[src/rtl/logic_op_accum.sv]
// logic_op_accum
//   Registered W-bit bitwise logic unit (AND/OR/XOR/NAND) with a valid/ready
//   stream on both sides. In single-shot mode each beat produces a op b. In
//   accumulate mode operand a is reduced across a framed burst, and one result
//   is produced per frame.
//
// Ports
//   clk        rising-edge clock
//   rst_n      asynchronous active-low reset
//   op         00 AND, 01 OR, 10 XOR, 11 NAND
//   acc_mode   0 single-shot, 1 accumulate
//   in_valid   input beat valid
//   in_ready   block accepts a beat (depends only on out_valid/out_ready)
//   in_a       operand a
//   in_b       operand b (single-shot only)
//   in_first   first beat of an accumulate frame
//   in_last    last beat of an accumulate frame
//   out_valid  result valid
//   out_ready  downstream accepts the result
//   out_data   result
//   out_beats  number of beats contributing to the result (saturating)
//   out_zero   out_data == 0, registered alongside out_data
//   err_frame  one-cycle pulse after a beat that violated framing
module logic_op_accum #(
  parameter int WIDTH = 8,
  parameter int CNT_W = 8
) (
  input  logic             clk,
  input  logic             rst_n,
  input  logic [1:0]       op,
  input  logic             acc_mode,
  input  logic             in_valid,
  output logic             in_ready,
  input  logic [WIDTH-1:0] in_a,
  input  logic [WIDTH-1:0] in_b,
  input  logic             in_first,
  input  logic             in_last,
  output logic             out_valid,
  input  logic             out_ready,
  output logic [WIDTH-1:0] out_data,
  output logic [CNT_W-1:0] out_beats,
  output logic             out_zero,
  output logic             err_frame
);

  typedef enum logic {IDLE = 1'b0, ACCUM = 1'b1} state_t;

  function automatic logic [WIDTH-1:0] f_logic(input logic [1:0] sel,
                                               input logic [WIDTH-1:0] x,
                                               input logic [WIDTH-1:0] y);
    logic [WIDTH-1:0] r;
    case (sel)
      2'b00:   r = x & y;
      2'b01:   r = x | y;
      2'b10:   r = x ^ y;
      default: r = ~(x & y);
    endcase
    return r;
  endfunction

  // Beat counter sticks at all-ones rather than wrapping.
  function automatic logic [CNT_W-1:0] f_sat_inc(input logic [CNT_W-1:0] c);
    return (&c) ? c : c + CNT_W'(1);
  endfunction

  state_t           r_state;
  logic [1:0]       r_op;
  logic [WIDTH-1:0] r_acc;
  logic [CNT_W-1:0] r_cnt;
  logic             r_out_valid;
  logic [WIDTH-1:0] r_out_data;
  logic [CNT_W-1:0] r_out_beats;
  logic             r_out_zero;
  logic             r_err;

  logic             w_in_ready;
  logic             w_accept;
  logic [WIDTH-1:0] w_acc_step;
  logic [CNT_W-1:0] w_cnt_inc;
  logic             w_emit;
  logic [WIDTH-1:0] w_emit_data;
  logic [CNT_W-1:0] w_emit_beats;
  logic             w_err;
  state_t           w_state_nxt;
  logic [1:0]       w_op_nxt;
  logic [WIDTH-1:0] w_acc_nxt;
  logic [CNT_W-1:0] w_cnt_nxt;

  // One-entry output register: a new beat may enter when the slot is empty
  // or is being drained this cycle.
  assign w_in_ready = !r_out_valid || out_ready;
  assign w_accept   = in_valid && w_in_ready;
  assign w_acc_step = f_logic(r_op, r_acc, in_a);
  assign w_cnt_inc  = f_sat_inc(r_cnt);

  always_comb begin
    w_emit       = 1'b0;
    w_emit_data  = '0;
    w_emit_beats = '0;
    w_err        = 1'b0;
    w_state_nxt  = r_state;
    w_op_nxt     = r_op;
    w_acc_nxt    = r_acc;
    w_cnt_nxt    = r_cnt;
    if (w_accept) begin
      if (r_state == IDLE && !acc_mode) begin
        w_emit       = 1'b1;
        w_emit_data  = f_logic(op, in_a, in_b);
        w_emit_beats = CNT_W'(1);
      end else if (r_state == IDLE || in_first) begin
        // Frame start. Missing in_first in IDLE, or in_first arriving inside
        // a frame (partial frame dropped), both flag a framing error.
        w_err     = (r_state == ACCUM) || !in_first;
        w_op_nxt  = op;
        w_acc_nxt = in_a;
        w_cnt_nxt = CNT_W'(1);
        if (in_last) begin
          w_emit       = 1'b1;
          w_emit_data  = in_a;
          w_emit_beats = CNT_W'(1);
          w_state_nxt  = IDLE;
        end else begin
          w_state_nxt  = ACCUM;
        end
      end else begin
        // Continuing frame; acc_mode is ignored here since mode is latched.
        w_acc_nxt = w_acc_step;
        w_cnt_nxt = w_cnt_inc;
        if (in_last) begin
          w_emit       = 1'b1;
          w_emit_data  = w_acc_step;
          w_emit_beats = w_cnt_inc;
          w_state_nxt  = IDLE;
        end
      end
    end
  end

  always_ff @(posedge clk or negedge rst_n) begin
    if (!rst_n) begin
      r_state     <= IDLE;
      r_op        <= 2'b00;
      r_acc       <= '0;
      r_cnt       <= '0;
      r_out_valid <= 1'b0;
      r_out_data  <= '0;
      r_out_beats <= '0;
      r_out_zero  <= 1'b0;
      r_err       <= 1'b0;
    end else begin
      r_state <= w_state_nxt;
      r_op    <= w_op_nxt;
      r_acc   <= w_acc_nxt;
      r_cnt   <= w_cnt_nxt;
      r_err   <= w_err;
      // A result only appears on an accepted beat, which implies the slot is
      // free, so loading never overwrites an untransferred result.
      if (w_emit) begin
        r_out_valid <= 1'b1;
        r_out_data  <= w_emit_data;
        r_out_beats <= w_emit_beats;
        r_out_zero  <= (w_emit_data == '0);
      end else if (out_ready) begin
        r_out_valid <= 1'b0;
      end
    end
  end

  assign in_ready  = w_in_ready;
  assign out_valid = r_out_valid;
  assign out_data  = r_out_data;
  assign out_beats = r_out_beats;
  assign out_zero  = r_out_zero;
  assign err_frame = r_err;

endmodule

[config.mk]
export PLATFORM = sky130hd
export DESIGN_NAME = logic_op_accum
export DESIGN_NICKNAME = d
export VERILOG_FILES = /design/src/rtl/logic_op_accum.sv
export SDC_FILE = /design/constraint.sdc
export NUM_CORES = 1
export LEC_CHECK = 0
export CAP_MARGIN = 20
export CORE_MARGIN = 2
export CORE_UTILIZATION = 55
export DETAILED_ROUTE_END_ITERATION = 7
export MAX_ROUTING_LAYER = met4
export PLACE_DENSITY = 0.92
export SYNTH_ARGS = -nofsm -noshare
export SYNTH_HDL_FRONTEND = slang
export SYNTH_SLANG_ARGS = --single-unit
[constraint.sdc]
create_clock -name clk -period 4.6 [get_ports clk]
set_input_delay 0.92 -clock clk [delete_from_list [all_inputs] [get_ports clk]]
set_output_delay 0.92 -clock clk [all_outputs]
set_load 0.02 [all_outputs]
==> flow_summary.ini <==
[cells_and_area]
final_layout_size_suffix_gt1_share_pct = 5.43
nNetsFinal = 426
diodes = 0
fin_cells = 438
area_growth_pct = 21.3

[timing]
max_freq_mhz = 316
finalSetupTns_ns = 0
slew_violations = 0
rsz0062_at_grt = false
fin_crit_ns = 3.16
hold_viol = 0
finClkSkew_ns = 0.00604
setup_viol = 0
post-route-period-util_pct = 68.8
tightest_slew_ns = 0.953
relSlewSlack_pct = 36.2

[detailed_routing]
wl_um = 6580
first_iter_violations = 276
dr.pass1.iters = 4
avgViaCountPerCell = 5.74
dr_total_vias = 2516
postRouteAntennaNets = 0
wl_per_cell_um = 15.0
drc = 0

[worst_setup_path]
cp-end-kind = primary output
reg2regPathDepth = 7
ff2ff_setup_slack_ns = 2.16
timing.rr.start = r_state
arrival_ns = 2.24
cp_max_fo = 6
required_ns = 3.68
regToRegEndpoint = out_zero
crit_path_start_kind = primary input
crit_type = in2out
setup.worst_path.start = out_ready

[clock_network]
htreeDepth = 2
post_cts_buffers = 0
cts_sinks = 38
clkLatencyLatePin_ns = 0.30
path_clk_slew_ns = 0.08
cts.path.max_buffers = 2
cts_tree = done
ctsResizeCount = 0
root_buffer = clkbuf_8
ctsHoldBuffers = 0
numCtsBuffers = 5

[yosys]
synthArstFlopShare_pct = 100
yosys.area.top_type = dfrtp_1
synth_cell_types = 51
netlist_top_cells_count = nand2_1 (48), dfrtp_1 (38), ha_1 (34), inv_1 (32), o21ai_0 (27)
syn_inst = 331
synth_warnings = 0
syn_nets = 390
ys_seq_elements = 38
synth_ff_type = dfrtp_1
synth.most_common_cell = nand2_1
ys_top_cells_by_area = dfrtp_1 (34%), ha_1 (15%), nand2_1 (6.4%)
synth_enable_flop_cells = 0
ys_seq_area_share_pct = 33.5
yosys.area.top_type_share_pct = 33.5
syn_avg_cell_area_sq_um = 8.57
syn-cell-area_sq_um = 2840

[min_path]
hold_path_end = out_data[7]
min_from = out_data[7]
whs_path_depth = 2
hp-class = reg2reg

[place]
dpl.hpwl_um = 4650
place.gp.congestion = 0.909
io_buffers = 44
dp.cells = 430

[global_route]
antenna_found_initial = 0
grt_pass1_wl_um = 11000
grt_pass1_vias = 2435
grt_usage_pct = 26.0
grt_max_degree = 39
grt_overflow = 0

[die]
die-width_um = 75.8
io-pin-count = 45
die_h_um = 75.8
start_util_pct = 56.3
rows = 26
die-area_sq_um = 5750
core-area_sq_um = 5040

[power]
ir_drop_v = 0.000200
p_leak_uw = 0.00162
power_density_nw_per_um2 = 432

[job]
drv_cap = 0

[run_status]
outcome = finished clean
[flip-flops by register name, summed over array words and instances (netlist names)]
signal / cells
r_state: 1
err_frame: 1
out_data: 8
out_zero: 1
r_cnt: 8
r_acc: 8
out_beats: 8
r_op: 2
out_valid: 1
[through the flow]
stage	power, uW	utilization [%]	area, sq um	worst slack, ns	hold WS, ns
floorplan	916	-	2840	2.13	0.475
detailed placement	1120	65.4	3300	1.28	0.464
global route	1580	68.2	3440	1.30	0.523
finish	1490	68.2	3440	1.44	0.475
CTS	1480	68.2	3440	1.44	0.482
global placement	1090	65.4	3300	1.38	0.459
[critical path, cell delays in order]
cell	delay, ns
clkdlybuf4s50_1	0.45
nand2b_1	0.23
clkdlybuf4s50_1	0.65
[final cells by class]
| class | instances | area (sq um) |
|---|---|---|
| Multi-Input combinational cell | 243 | 1680 |
| Fill cell | 377 | 1600 |
| Sequential cell | 38 | 951 |
| Timing Repair Buffer | 47 | 458 |
| Inverter | 32 | 120 |
| Tap cell | 70 | 87.6 |
| Clock buffer | 6 | 82.6 |
| Clock inverter | 2 | 60.1 |
[cell usage in the layout (no fill, tap or decap), types with 4 or more instances in the layout]
cell type,count
nor2_1,16
o211ai_1,4
o221ai_1,4
nand2_1,48
ha_1,34
dfrtp_1,38
mux2i_1,13
o21ai_0,27
o31ai_1,4
clkdlybuf4s50_1,43
inv_1,32
nand2b_1,4
clkbuf_8,6
o22ai_1,4
nand3_1,9
a21oi_1,12
mux2_2,5
nor2b_1,13
[worst max path at each step]
stage / depth (start not counted) / end
3_3_place_gp: 9 / out_zero
3_5_place_dp: 9 / out_zero
6_report: 3 / in_ready
2_1_floorplan: 10 / out_zero
4_1_cts: 3 / in_ready
5_1_grt: 9 / out_zero
[metal layers]
metal | wire [um] | track usage, % | part of all wire (%)
met4 | 158 | 10.7 | 2.4
met3 | 390 | 5.03 | 5.9
met5 | 0 | - | 0
met2 | 3200 | 40.9 | 49
met1 | 2830 | 32.6 | 43
[cell families after synthesis]
kind of cell / Yosys count / synth area share, %
AND/OR/NAND/NOR: 107 / 17.6
AO/OA/AOI/OAI: 79 / 18.4
buffers and inverters: 50 / 7.23
flip-flops: 38 / 33.5
adder cells (fa/ha/maj): 34 / 15.0
multiplexers: 19 / 7.10
XOR/XNOR: 4 / 1.24
[where the power goes]
group          internal [uW]  total, uW  switching (uW)
Combinational            282        597             314
Sequential               425        529             104
Clock                    231        360             128
Power figures use the tool's default switching activity.
